[config.mk]
export PLATFORM = sky130hd
export DESIGN_NAME = serial_subtractor
export DESIGN_NICKNAME = d
export VERILOG_FILES = /design/src/rtl/serial_sub_pkg.sv /design/src/rtl/full_subtractor.sv /design/src/rtl/serial_subtractor.sv
export SDC_FILE = /design/constraint.sdc
export NUM_CORES = 1
export LEC_CHECK = 0
export BUFFER_PORTS_ARGS = -buffer_cell sky130_fd_sc_hd__buf_2
export CAP_MARGIN = 30
export CORE_MARGIN = 5
export CORE_UTILIZATION = 51
export CTS_CLUSTER_SIZE = 12
export DETAILED_ROUTE_END_ITERATION = 10
export GPL_TIMING_DRIVEN = 0
export HOLD_SLACK_MARGIN = 0.05
export PLACE_DENSITY = 0.73
export SLEW_MARGIN = 40
export SYNTH_ARGS = -nofsm -noshare
export SYNTH_HDL_FRONTEND = slang
export SYNTH_SLANG_ARGS = --single-unit
[constraint.sdc]
create_clock -name clk -period 1.45 [get_ports clk]
set_clock_uncertainty 0.15 [all_clocks]
set_input_delay 0.145 -clock clk [delete_from_list [all_inputs] [get_ports clk]]
set_output_delay 0.145 -clock clk [all_outputs]
set_load 0.01 [all_outputs]
[src/rtl/serial_sub_pkg.sv]
// -----------------------------------------------------------------------------
// serial_sub_pkg
// Shared types and constants for the bit-serial subtractor.
//   sub_state_t : control FSM encoding (IDLE, SHIFT, DONE)
//   MAX_WIDTH   : largest supported operand width
//   cnt_width() : bit counter width for a given operand width (minimum 1)
// -----------------------------------------------------------------------------
package serial_sub_pkg;

  typedef enum logic [1:0] {
    IDLE  = 2'd0,
    SHIFT = 2'd1,
    DONE  = 2'd2
  } sub_state_t;

  localparam int MAX_WIDTH = 32;

  // $clog2(1) is 0, which would give a zero-width counter; clamp to 1.
  function automatic int cnt_width(input int width);
    return (width > 1) ? $clog2(width) : 1;
  endfunction

endpackage

[src/rtl/full_subtractor.sv]
// -----------------------------------------------------------------------------
// full_subtractor
// One-bit combinational full subtractor: D = A - B - Bin.
// Ports:
//   A    : minuend bit
//   B    : subtrahend bit
//   Bin  : borrow in
//   D    : difference bit
//   Bout : borrow out (set when A < B + Bin)
// -----------------------------------------------------------------------------
module full_subtractor (
  input  logic A,
  input  logic B,
  input  logic Bin,
  output logic D,
  output logic Bout
);

  logic a_xor_b;

  assign a_xor_b = A ^ B;
  assign D       = a_xor_b ^ Bin;
  // Borrow when B alone exceeds A, or when A == B and a borrow arrives.
  assign Bout    = (~A & B) | (~a_xor_b & Bin);

endmodule

[src/rtl/serial_subtractor.sv]
// -----------------------------------------------------------------------------
// serial_subtractor
// Bit-serial unsigned subtractor: Diff = (A - B - Bin) mod 2^WIDTH, LSB first,
// one bit per clock, using a single borrow flop.
// Ports:
//   clk   : clock, all state changes on the rising edge
//   rst_n : synchronous active-low reset
//   start : request; accepted only in IDLE or DONE
//   A, B  : operands, captured on an accepted start
//   Bin   : borrow in, captured on an accepted start
//   busy  : high while bits are being processed
//   done  : one-cycle pulse when Diff/Bout are updated
//   Diff  : registered result, held until the next result
//   Bout  : registered borrow out, 1 iff A < B + Bin
// Timing: start sampled at E0, bits at E1..E_WIDTH, done in the cycle after
// E_WIDTH. A start seen in the DONE cycle launches the next operation without
// an idle bubble, so throughput is one result per WIDTH+1 cycles.
// -----------------------------------------------------------------------------
module serial_subtractor
  import serial_sub_pkg::*;
#(
  parameter int WIDTH = 4
) (
  input  logic             clk,
  input  logic             rst_n,
  input  logic             start,
  input  logic [WIDTH-1:0] A,
  input  logic [WIDTH-1:0] B,
  input  logic             Bin,
  output logic             busy,
  output logic             done,
  output logic [WIDTH-1:0] Diff,
  output logic             Bout
);

  localparam int               CNT_W    = cnt_width(WIDTH);
  localparam logic [CNT_W-1:0] CNT_LAST = CNT_W'(WIDTH - 1);

  if (WIDTH < 1 || WIDTH > MAX_WIDTH) begin : g_width_check
    $error("serial_subtractor: WIDTH must be in 1..%0d", MAX_WIDTH);
  end

  sub_state_t       state_q, state_d;
  logic [WIDTH-1:0] a_q, a_d;
  logic [WIDTH-1:0] b_q, b_d;
  logic [WIDTH-1:0] res_q, res_d;
  logic [WIDTH-1:0] diff_q, diff_d;
  logic [CNT_W-1:0] cnt_q, cnt_d;
  logic             br_q, br_d;
  logic             bout_q, bout_d;
  logic             busy_q, busy_d;
  logic             done_q, done_d;

  logic             fs_d;
  logic             fs_bout;
  logic [WIDTH-1:0] res_shift;
  logic             accept;

  // Per-bit arithmetic on the current LSBs and the running borrow.
  full_subtractor u_fs (
    .A    (a_q[0]),
    .B    (b_q[0]),
    .Bin  (br_q),
    .D    (fs_d),
    .Bout (fs_bout)
  );

  assign accept = start && (state_q != SHIFT);

  always_comb begin
    // NOTE: every signal assigned here gets a default first, so no path
    // leaves a value unassigned and no latch is inferred.
    state_d = state_q;
    a_d     = a_q;
    b_d     = b_q;
    br_d    = br_q;
    cnt_d   = cnt_q;
    res_d   = res_q;
    diff_d  = diff_q;
    bout_d  = bout_q;

    // New bit enters at the MSB; written as shift-then-set so WIDTH=1 works.
    res_shift            = res_q >> 1;
    res_shift[WIDTH-1]   = fs_d;

    unique case (state_q)
      IDLE, DONE: begin
        if (accept) begin
          a_d     = A;
          b_d     = B;
          br_d    = Bin;
          cnt_d   = '0;
          state_d = SHIFT;
        end else begin
          state_d = IDLE;
        end
      end

      SHIFT: begin
        a_d   = a_q >> 1;
        b_d   = b_q >> 1;
        br_d  = fs_bout;
        res_d = res_shift;
        if (cnt_q == CNT_LAST) begin
          // Last bit: publish the full result including this bit.
          state_d = DONE;
          diff_d  = res_shift;
          bout_d  = fs_bout;
        end else begin
          cnt_d = cnt_q + CNT_W'(1);
        end
      end

      default: state_d = IDLE;
    endcase

    // Status flags are registered from the next state so they line up with it.
    busy_d = (state_d == SHIFT);
    done_d = (state_d == DONE);
  end

  always_ff @(posedge clk) begin
    // NOTE: sequential state uses non-blocking assignments so every flop
    // samples the pre-edge values regardless of statement order.
    if (!rst_n) begin
      // NOTE: all datapath registers are reset, not just control, so that an
      // aborted operation leaves no stale operand or partial result behind.
      state_q <= IDLE;
      a_q     <= '0;
      b_q     <= '0;
      res_q   <= '0;
      diff_q  <= '0;
      cnt_q   <= '0;
      br_q    <= 1'b0;
      bout_q  <= 1'b0;
      busy_q  <= 1'b0;
      done_q  <= 1'b0;
    end else begin
      state_q <= state_d;
      a_q     <= a_d;
      b_q     <= b_d;
      res_q   <= res_d;
      diff_q  <= diff_d;
      cnt_q   <= cnt_d;
      br_q    <= br_d;
      bout_q  <= bout_d;
      busy_q  <= busy_d;
      done_q  <= done_d;
    end
  end

  assign busy = busy_q;
  assign done = done_q;
  assign Diff = diff_q;
  assign Bout = bout_q;

endmodule

======== After elaboration in Yosys (flattened, before gate mapping) ========
Cells that the tools add are included.
W data, S select, Z words.
storage, ports and cells
  bits in registers ....................... 24
operators by class
  add/sub/neg operators ................... 1
  reductions and logical operators ........ 7
  muxes and demuxes ....................... 12
  equality and inequality tests ........... 8
  bitwise operators ....................... 7
operators with widths
  operator               count
  $pmux W4 S2            2
  $mux W4                2
  $pmux W2 S2            2
  $eq A2 B2 Y1 const B   3
  $mux W2                3
  $eq A2 B1 Y1 const B   2
  $ne A2 B2 Y1 const B   2
  $reduce_and A2 Y1      2
  $reduce_and A3 Y1      1
  $add A2 B1 Y2 const B  1
  $and A1 B1 Y1          2
  $logic_not A2 Y1       1
  $mux W1                2
  $ne A2 B1 Y1 const B   1
  $not A1 Y1             2
  $pmux W1 S2            1
  $reduce_bool A2 Y1     1
  $reduce_or A2 Y1       1
  $xor A1 B1 Y1          2
  $logic_and A1 B1 Y1    1
  $or A1 B1 Y1           1

======== Logic depth before layout (Yosys ltp) ========
Gate-level depths: netlist of the first run.
  depth in word-level cells ............... 5
  gate-level depth with buffers ........... 5

======== Cells and area by module ========
From an unflattened synthesis of the first run, not the netlist that was laid out.
second synthesis, totals
  cell total of the unflattened synthesis .. 102
  area total of the unflattened synthesis .. 910.9 um^2
modules (own cells, without submodules)
  module             sequential area each (um^2)  area an instance (um^2)  instances  cells each
  serial_subtractor  460.4                        879.6                    1          98
  full_subtractor    0.0                          31.3                     1          4

======== Least setup slack after synthesis of the first run ========
No wires, ideal clock.
  path type ............................... register -> register
  start ................................... register cnt_q[0]
  end ..................................... register done_q (netlist: done)
  required time ........................... 1185 ps
  cell stages (with the launch flop) ...... 5
  arrival time ............................ 1039 ps
  path buffers ............................ 1
  path slack .............................. 146 ps
  setup time .............................. 115 ps
  cells stage by stage .................... dfxtp_1 ha_1 and3b_1 buf_4 and2_1
between the ends
  longest elaborated chain between the ends .. 4
RTL lines
  element                   RTL line                  text
  start: declaration        serial_subtractor.sv:48   logic [CNT_W-1:0] cnt_q, cnt_d;
  start signal: assignment  serial_subtractor.sv:144  cnt_q <= cnt_d;
  $eq A2 B2 Y1              serial_subtractor.sv:104  if (cnt_q == CNT_LAST) begin
  $mux W2                   serial_subtractor.sv:104
  $pmux W2 S2               serial_subtractor.sv:86   unique case (state_q)
  $eq A2 B2 Y1              serial_subtractor.sv:119  done_d = (state_d == DONE);
  end signal: assignment    serial_subtractor.sv:148  done_q <= done_d;
  end: declaration          serial_subtractor.sv:52   logic done_q, done_d;
Every way passes these cells.
A chain may end at the register's enable or synchronous reset.

======== Worst setup path in the final report of the first run ========
  start ................................... input start
  end ..................................... register b_q[1]
between the ends
  longest elaborated chain between the ends .. 3
RTL lines
  element                             RTL line                  text
  start: declaration                  serial_subtractor.sv:26   input logic start,
  $logic_and A1 B1 Y1                 serial_subtractor.sv:68   assign accept = start && (state_q != SHIFT);
  $ne A2 B2 Y1 (no source line)       n/a
  $reduce_and A2 Y1 (no source line)  n/a
  end signal: assignment              serial_subtractor.sv:130  b_q <= '0;
  end signal: assignment              serial_subtractor.sv:141  b_q <= b_d;
  end: declaration                    serial_subtractor.sv:45   logic [WIDTH-1:0] b_q, b_d;
Every way passes these cells.

==> results.md, run 1 <==
* Diode count at 0
* Final setup viols at 0
* Outcome: complete, no violations
* WP data arrival at 1.43 ns
* Die Height at approximately 53 microns
* Starting Density at around 53%
* Post-synthesis sequential area ratio at 49.9%
* Max-slew headroom at about three quarters
* Total grt overflow at 0
* Antenna Nets Post-Route at 0
* Unique masters post-synth at 24
* Pre-antenna DRT Iters at 4
* CORE AREA at around 1700 sq um
* H-tree Lvls at 1
* Routability Congestion at 0.740
* Fillers at 157
* Remaining routing DRC violations at 0
* Final setup margin at 0.0725 ns
* Place WS at a little over 0.06 ns
* Insertion delay to the later sink of the worst-skew pair at around 0.30 ns
* Syn nets at approximately 120
* GRT Total Usage at ~17%
* Avg WL per Cell at around 13 microns
* TritonCTS buffer count at 3
* CP startpoint kind: primary input
* RSZ-0062 raised after global routing: false
* Post-Route Setup TNS at 0 ns
* Post-route cell area at 1180 sq um
* Largest net degree at the start of global routing at 13
* Final nets at between 100 and 150
* Crit-path cells: dlygate4sd3_1 > buf_2 > nor2b_1 > clkbuf_4 > a22oi_1 > a21oi_1
* Post-CTS setup buffers at 0
* FF/Latch Area at around 460 sq um
* Vias in the first global route at between 700 and 800
* Leak at a little under 0.5 nW
* HP Class: reg -> reg
* Root Driver: clkbuf_4
* Placed cell areas at 1040 sq um
* First-pass GRT wire length at between 3000 and 4000 microns
* RR Startpoint: b_q[0]
* Clock transition at path regs at ~0.13 ns
* Slowest CP cell: dlygate4sd3_1
* Crit path max fanout at 10
* Tcrit/Tclk final at between 90% and 100%
* Max Freq at about 0.73 GHz
* Post-DP HPWL at 1240 microns
* Slew @ Worst Pin at ~0.36 ns
* CP Class: in -> reg
* Die area at between 2000 and 3000 sq um
* #FFs+latches synth at 23
* Fin. max-slew vios at 0
* Multi-input gate area at around 410 sq um
* Clock sinks at 23
* Synth warn at 0
* Fin. Hold Viols at 0
* Initial antenna violation count at 0
* Port Buffer Count at 17
* Synth Instances at between 100 and 150
* Avg Cell Area, Syn at 9.04 sq um
* Crit-path max cell delay at between 0.5 and 0.6 ns
* Area growth syn-to-layout at 28.5%
* Drt via density at 5.09
* Mapped cell area at 922 sq um
* # Max-Cap Violations at 0
* Period minus WS final at ~1.4 ns
* Min-Delay Startpoint: Diff[0]
* Clock tree from TritonCTS: built
* Max IR drop VDD at 0.000686 V
* CP endpoint kind: register
* PwrDens at ~960 nW/um^2
* CP required at approximately 1.5 ns
* Share of post-route cells with drive strength above 1 at ~25%
* Setup crit start: start
* Site Rows at 15
* Overall routed net length at between 2000 and 2500 microns
* # IOs at 19
* Longest Clk Path Bufs at 2
* Routed vias at just over 800
* DRC violation total after the first TritonRoute iteration at 13
* Die width at 52.5 microns
[cells in the final DEF (no fill, tap or decap), drive strengths merged]
cell,synthesis,final
a211oi,1,1
a21oi,12,12
a22oi,6,6
a2bb2oi,1,1
and2,2,2
and3b,1,1
buf,8,24
clkbuf,1,6
dfxtp,23,23
dlygate4sd3,0,11
fa,1,1
ha,1,1
inv,3,3
mux2i,1,1
nand2,13,13
nand2b,2,2
nand3,14,14
nor2,2,2
nor2b,2,2
o2111ai,1,1
o21a,2,2
o21ai,4,4
o41ai,1,1
[cell usage after synthesis]
master	n	area [sq um]
nand2b_1	2	12.5
nand3_1	14	70.1
mux2i_1	1	10.0
and3b_1	1	8.76
o41ai_2	1	16.3
o21ai_1	4	20.0
nor2_2	1	6.26
a22oi_1	6	45.0
dfxtp_1	23	460
nor2_1	1	3.75
a211oi_1	1	7.51
nand2_1	13	48.8
buf_4	3	22.5
o2111ai_1	1	8.76
nor2b_1	2	12.5
inv_1	3	11.3
a2bb2oi_1	1	8.76
ha_1	1	12.5
o21a_1	2	15.0
clkbuf_1	1	3.75
and2_1	2	12.5
a21oi_1	12	60.1
fa_1	1	20.0
buf_2	5	25.0
[area by class of cell]
class	count	area share (%)
buffer	9	4.54
sequential	23	39.0
timing repair buffer	28	16.5
multi-input combinational	67	34.2
clock buffer	4	2.22
inverter	3	0.950
tap	25	2.64
[power breakdown]
part           total, W  switching [W]  internal [W]
Sequential     0.000679      0.0000177      0.000661
Clock          0.000292       0.000184      0.000107
Combinational  0.000172      0.0000863     0.0000852
Total           0.00114       0.000289      0.000853
[routing by layer]
layer  track usage (%)  wire length [microns]  up-vias
met1              20.1                    886      368
met5                 0                      0        -
met2              29.8                   1080       16
li1                  -                      -      421
met3              2.56                     75        4
met4              7.66                     36        0
[worst max-delay path: cells and delay by family]
kind | cells | cell delay, ns
buffers and inverters | 3 | 0.86
AOI/OAI and AO/OA | 2 | 0.30
and+or+nand+nor | 1 | 0.13
[repair_timing]
action | CTS | global route
hold endpoints to repair | 14 | 0
setup endpoints to repair | 0 | 6
hold buffers | 11 | 0
gates resized for setup | 0 | 5
[sequential cells by signal (all words and copies together), names as in the netlist]
name and count:
Diff 4, br_q 1, busy 1, state_q 2
done 1, res_q 3, cnt_q 2, a_q 4
Bout 1, b_q 4
[cell families (layout without fill, tap and decap cells)]
group | after synthesis | in the layout | synth area share (%)
and+or+nand+nor | 36 | 36 | 19.0
muxes | 1 | 1 | 1.09
adders and majority gates | 2 | 2 | 3.53
AOI/OAI and AO/OA | 28 | 28 | 19.7
DFF | 23 | 23 | 49.9
buffers and inverters | 12 | 44 | 6.78
[through the flow]
step                      instances  hold slack [ns]  utilization (%)  total power [W]
after floorplan                 102            0.131                -         0.000791
after global placement          144            0.237             60.1         0.000831
after detailed placement        144            0.252             60.1         0.000834
after CTS                       159            0.307             68.0          0.00114
after global routing            159            0.320             68.6          0.00120
final                           159            0.303             68.6          0.00114
[worst paths after layout]
kind | slack [ns] | end | cells after the start
setup / recovery | 0.07 | b_q[1] | 6
hold / removal | 0.30 | Diff[0] | 2
setup reg to reg | 0.08 | res_q[3] | 4
hold reg to reg | 0.30 | Diff[0] | 2
Note: power is estimated with default switching activity, not from simulation.
==> run 2: changes to the inputs <==
--- a/config.mk
+++ b/config.mk
@@ -8,12 +8,12 @@
 export BUFFER_PORTS_ARGS = -buffer_cell sky130_fd_sc_hd__buf_2
 export CAP_MARGIN = 30
 export CORE_MARGIN = 5
-export CORE_UTILIZATION = 51
+export CORE_UTILIZATION = 46
 export CTS_CLUSTER_SIZE = 12
 export DETAILED_ROUTE_END_ITERATION = 10
 export GPL_TIMING_DRIVEN = 0
 export HOLD_SLACK_MARGIN = 0.05
-export PLACE_DENSITY = 0.73
+export PLACE_DENSITY = 0.7
 export SLEW_MARGIN = 40
 export SYNTH_ARGS = -nofsm -noshare
 export SYNTH_HDL_FRONTEND = slang
==> constraint.sdc (replaced) <==
create_clock -name clk -period 1.1 [get_ports clk]
set_clock_uncertainty 0.15 [all_clocks]
set_input_delay 0.11 -clock clk [delete_from_list [all_inputs] [get_ports clk]]
set_output_delay 0.11 -clock clk [all_outputs]
set_load 0.1 [all_outputs]
==> results.md, run 2 (synthesized netlist as in run 1, its figures left out) <==
* Outcome: finished with violations
* Violated checks: setup timing
* Diode count at 0
* Root Driver: clkbuf_4
* Routed vias at slightly below 1000
* Share of post-route cells with drive strength above 1 at 60.7%
* Total grt overflow at 0
* First-pass GRT wire length at 3630 microns
* Drt via density at 5.49
* Tcrit/Tclk final at 133%
* Fin. Hold Viols at 0
* Initial antenna violation count at 0
* Largest net degree at the start of global routing at 13
* Clock tree from TritonCTS: built
* Slew @ Worst Pin at about 0.60 ns
* Post-Route Setup TNS at -3.44 ns
* DRC violation total after the first TritonRoute iteration at 24
* Most frequent cells in the layout: 13 x buf_2, 12 x nand2_1, 12 x dlygate4sd3_1
* Insertion delay to the later sink of the worst-skew pair at about 0.32 ns
* CORE AREA at ~1900 sq um
* Final nets at 165
* Vias in the first global route at 840
* CP endpoint kind: register
* Final setup margin at -0.367 ns
* PwrDens at between 1000 and 1500 nW/um^2
* Die Height at 54.8 microns
* FF/Latch Area at 482 sq um
* Period minus WS final at 1.47 ns
* Fin. max-slew vios at 0
* Overall routed net length at between 3000 and 4000 microns
* Worst hold slack at between 0.015 and 0.02 ns
* Leak at ~0.63 nW
* Fillers at ~110
* Place WS at -0.235 ns
* RSZ-0062 raised after global routing: true
* # Max-Cap Violations at 0
* Clock transition at path regs at 0.13 ns
* Site Rows at 16
* Max IR drop VDD at ~0.001 V
* Crit path max fanout at 2
* Clock sinks at 23
* GRT Total Usage at about 17%
* CP required at roughly 1.2 ns
* Area growth syn-to-layout at 79.0%
* CP startpoint kind: register
* Longest Clk Path Bufs at 2
* Commonest non-fill, non-tap cell in the layout: buf_2
* Multi-input gate area at about 560 sq um
* Max Freq at approximately 0.68 GHz
* # IOs at 19
* TritonCTS buffer count at 3
* Avg WL per Cell at around 17 microns
* Max-slew headroom at 60.3%
* Final setup viols at 30
* Port Buffer Count at 17
* H-tree Lvls at 1
* WP data arrival at approximately 1.6 ns
* Die area at 3000 sq um
* Routability Congestion at just under 0.8
* Pwr Total at around 0.0017 W
* Remaining routing DRC violations at 0
* Post-DP HPWL at approximately 1400 microns
* CP Class: reg -> reg
* Die width at approximately 55 microns
* Antenna Nets Post-Route at 0
* Pre-antenna DRT Iters at 4
* HP Class: in -> reg
* Starting Density at between 40% and 50%
==> run 2: path summary, 6_finish.rpt <==
path,slack (ns),from,endpoint,depth (start not counted)
worst min register to register,0.33,b_q[0],b_q[0],2
worst min-delay path,0.02,start,b_q[2],4
worst max-delay path,-0.37,br_q,res_q[3],4
worst max register to register,-0.37,br_q,res_q[3],4
==> run 2: final cells by class <==
type	count	share of cell area, %
Tap cell	27	2.05
Clock buffer	4	1.59
Timing Repair Buffer	45	28.3
Multi-Input combinational cell	67	34.0
Sequential cell	23	29.2
Inverter	3	0.682
Buffer	8	4.25
==> run 2: where the power goes <==
part           internal, W  switching (W)
sequential        0.000873      0.0000391
combinational     0.000218       0.000201
clock             0.000142       0.000268
==> run 2: per-layer routing <==
metal | track usage (%) | wire length [microns] | vias to the layer above
met2 | 30.1 | 1620 | 49
met4 | 4.98 | 82 | 0
li1 | - | - | 449
met3 | 2.45 | 159 | 9
met1 | 20.7 | 1230 | 465
met5 | 0 | 0 | -
==> run 2: metrics by stage <==
stage | util [%] | instances | area [sq um]
floorplan | - | 102 | 986
global placement | 56.9 | 146 | 1100
detailed placement | 56.9 | 146 | 1100
CTS | 73.1 | 163 | 1420
global route | 85.0 | 177 | 1650
finish | 85.0 | 177 | 1650
==> run 2: what timing repair did <==
action	in CTS	in global routing
pin swaps	7	14
gates cloned	1	4
endpoints found under the setup margin	30	30
hold buffers	9	3
hold endpoints to repair	14	6
setup buffers	3	9
resized for setup	41	40
==> run 2: critical path, cell delays in order (launching register included) <==
cell	delay, ns
dfxtp_2	0.36
inv_2	0.04
fa_2	0.60
nand2_1	0.08
a21oi_1	0.17
==> run 3: changes to the inputs <==
--- a/config.mk
+++ b/config.mk
@@ -18,3 +18,4 @@
 export SYNTH_ARGS = -nofsm -noshare
 export SYNTH_HDL_FRONTEND = slang
 export SYNTH_SLANG_ARGS = --single-unit
+export TNS_END_PERCENT = 50
==> results.md, run 3 (synthesized netlist as in run 1, its figures left out) <==
* Setup crit start: b_q[0]
* Tcrit/Tclk final at 127%
* Die width at around 55 microns
* CP startpoint kind: register
* # Max-Cap Violations at 0
* Total grt overflow at 0
* Overall routed net length at ~3000 microns
* Pwr Total at around 0.0017 W
* Period minus WS final at approximately 1.4 ns
* Antenna Nets Post-Route at 0
* Most frequent cells in the layout: 13 x buf_2, 12 x nand2_1, 12 x dlygate4sd3_1
* Register-to-Register Setup Slack at -0.30 ns
* Outcome: finished with violations
* R2r endpoint: res_q[3]
* Remaining routing DRC violations at 0
* Site Rows at 16
* Worst hold slack at -0.0154 ns
* Clock tree from TritonCTS: built
* Clock transition at path regs at around 0.13 ns
* CP required at between 1 and 1.5 ns
* Comb power frac at 23.2%
* HP Class: in -> reg
* RSZ-0062 raised after global routing: true
* Initial antenna violation count at 0
* Routed vias at roughly 960
* GRT Total Usage at about 18%
* Slew @ Worst Pin at roughly 0.50 ns
* Pint at approximately 0.0012 W
* Max IR drop VDD at 0.000976 V
* # IOs at 19
* Largest net degree at the start of global routing at 13
* Diode count at 0
* Starting Density at 47.5%
* Vias in the first global route at between 800 and 900
* RR Startpoint: b_q[0]
* CP endpoint kind: register
* Die area at approximately 3000 sq um
* Final nets at about 160
* Leak at 0.608 nW
* Fillers at 118
* CP Class: reg -> reg
* Pre-antenna DRT Iters at 4
* Area growth syn-to-layout at 72.3%
* TritonCTS buffer count at 3
* Violated checks: hold timing, setup timing
* Final setup margin at -0.301 ns
* H-tree Lvls at 1
* Longest Clk Path Bufs at 2
* Port Buffer Count at 17
* Commonest non-fill, non-tap cell in the layout: buf_2
* WP data arrival at around 1.5 ns
* CP endpoint: res_q[3]
* Crit path max fanout at 2
* First-pass GRT wire length at approximately 3700 microns
* Final setup viols at 30
* Avg WL per Cell at approximately 18 microns
* Clock sinks at 23
* Insertion delay to the later sink of the worst-skew pair at between 0.3 and 0.4 ns
* Switching share of power at between 20% and 30%
* Reg power frac at 53.2%
* Die Height at roughly 55 microns
* Fin. max-slew vios at 0
* CORE AREA at a little under 2000 sq um
* DRC violation total after the first TritonRoute iteration at 26
* Switching pwr at between 0.0004 and 0.0005 W
* Share of post-route cells with drive strength above 1 at 54.9%
* Max-slew headroom at 66.6%
* R2r worst-path depth at 4
* Clk pwr share at about a quarter
* Routability Congestion at 0.770
* Max Freq at approximately 0.71 GHz
* PwrDens at approximately 1100 nW/um^2
* Place WS at -0.248 ns
* Root Driver: clkbuf_4
* Post-DP HPWL at ~1500 microns
* Fin. Hold Viols at 1
* Drt via density at between 5 and 6
run 3: changes by cell type in the layout (fill, tap and decap cells not counted), sizes merged:
cell	delta
buf	-7
clkbuf	+1
run 3: worst max-delay path, stage by stage, from the launching register on:
cell,delay [ns]
dfxtp_2,0.36
inv_2,0.04
fa_2,0.59
nand2_1,0.08
a21oi_2,0.12
run 3: metal layers:
metal  part of all wire, %  up-vias  track usage [%]
met3                   6.5       13             4.90
met5                     0        -                0
met2                    54       45             30.7
li1                      -      439                -
met4                   5.2        0             9.13
met1                    35      460             19.1
run 3: how the worst min path moves through the flow:
stage | start | end | slack, ns | cells past startpoint
after CTS | start | b_q[2] | -0.005 | 4
after global placement | B[3] | b_q[3] | 0.20 | 3
after detailed placement | B[3] | b_q[3] | 0.21 | 3
after floorplan | A[3] | a_q[3] | 0.1 | 2
after global routing | start | b_q[2] | -0.02 | 4
final | start | b_q[2] | -0.02 | 4
run 3: timing repair:
action	in CTS	in global routing
setup endpoints to repair	30	30
endpoints found under the hold margin	14	3
resized for setup	50	30
pin swaps	3	13
setup buffers	2	3
hold buffers	10	2
cloned	1	3
run 3: power groups by stage:
stage                     registers [W]  clock network [W]  logic, W
after floorplan                0.000935                  0  0.000137
after global placement         0.000914                  0  0.000211
after detailed placement       0.000917                  0  0.000219
after CTS                      0.000900           0.000386  0.000282
after global routing           0.000915           0.000436  0.000421
final                          0.000910           0.000403  0.000397
run 3: metrics by stage:
step                      util (%)  TNS [ns]  cell area [sq um]  std cells  hold WS [ns]
after floorplan                  -     -1.22                958        102        0.0960
after global placement        55.5     -2.24               1080        146         0.202
after detailed placement      55.5     -2.85               1080        146         0.214
after CTS                     71.7     -2.47               1390        163      -0.00474
after global routing          81.8     -4.50               1590        171       -0.0192
final                         81.8     -3.25               1590        171       -0.0154
run 3: area by class of cell:
cell class / instances / area [sq um] / share of cell area, %
Timing Repair Buffer: 38 / 408 / 25.7
Buffer: 9 / 92.6 / 5.83
Multi-Input combinational cell: 67 / 537 / 33.8
Tap cell: 27 / 33.8 / 2.13
Clock buffer: 4 / 26.3 / 1.65
Inverter: 3 / 11.3 / 0.709
Sequential cell: 23 / 480 / 30.2
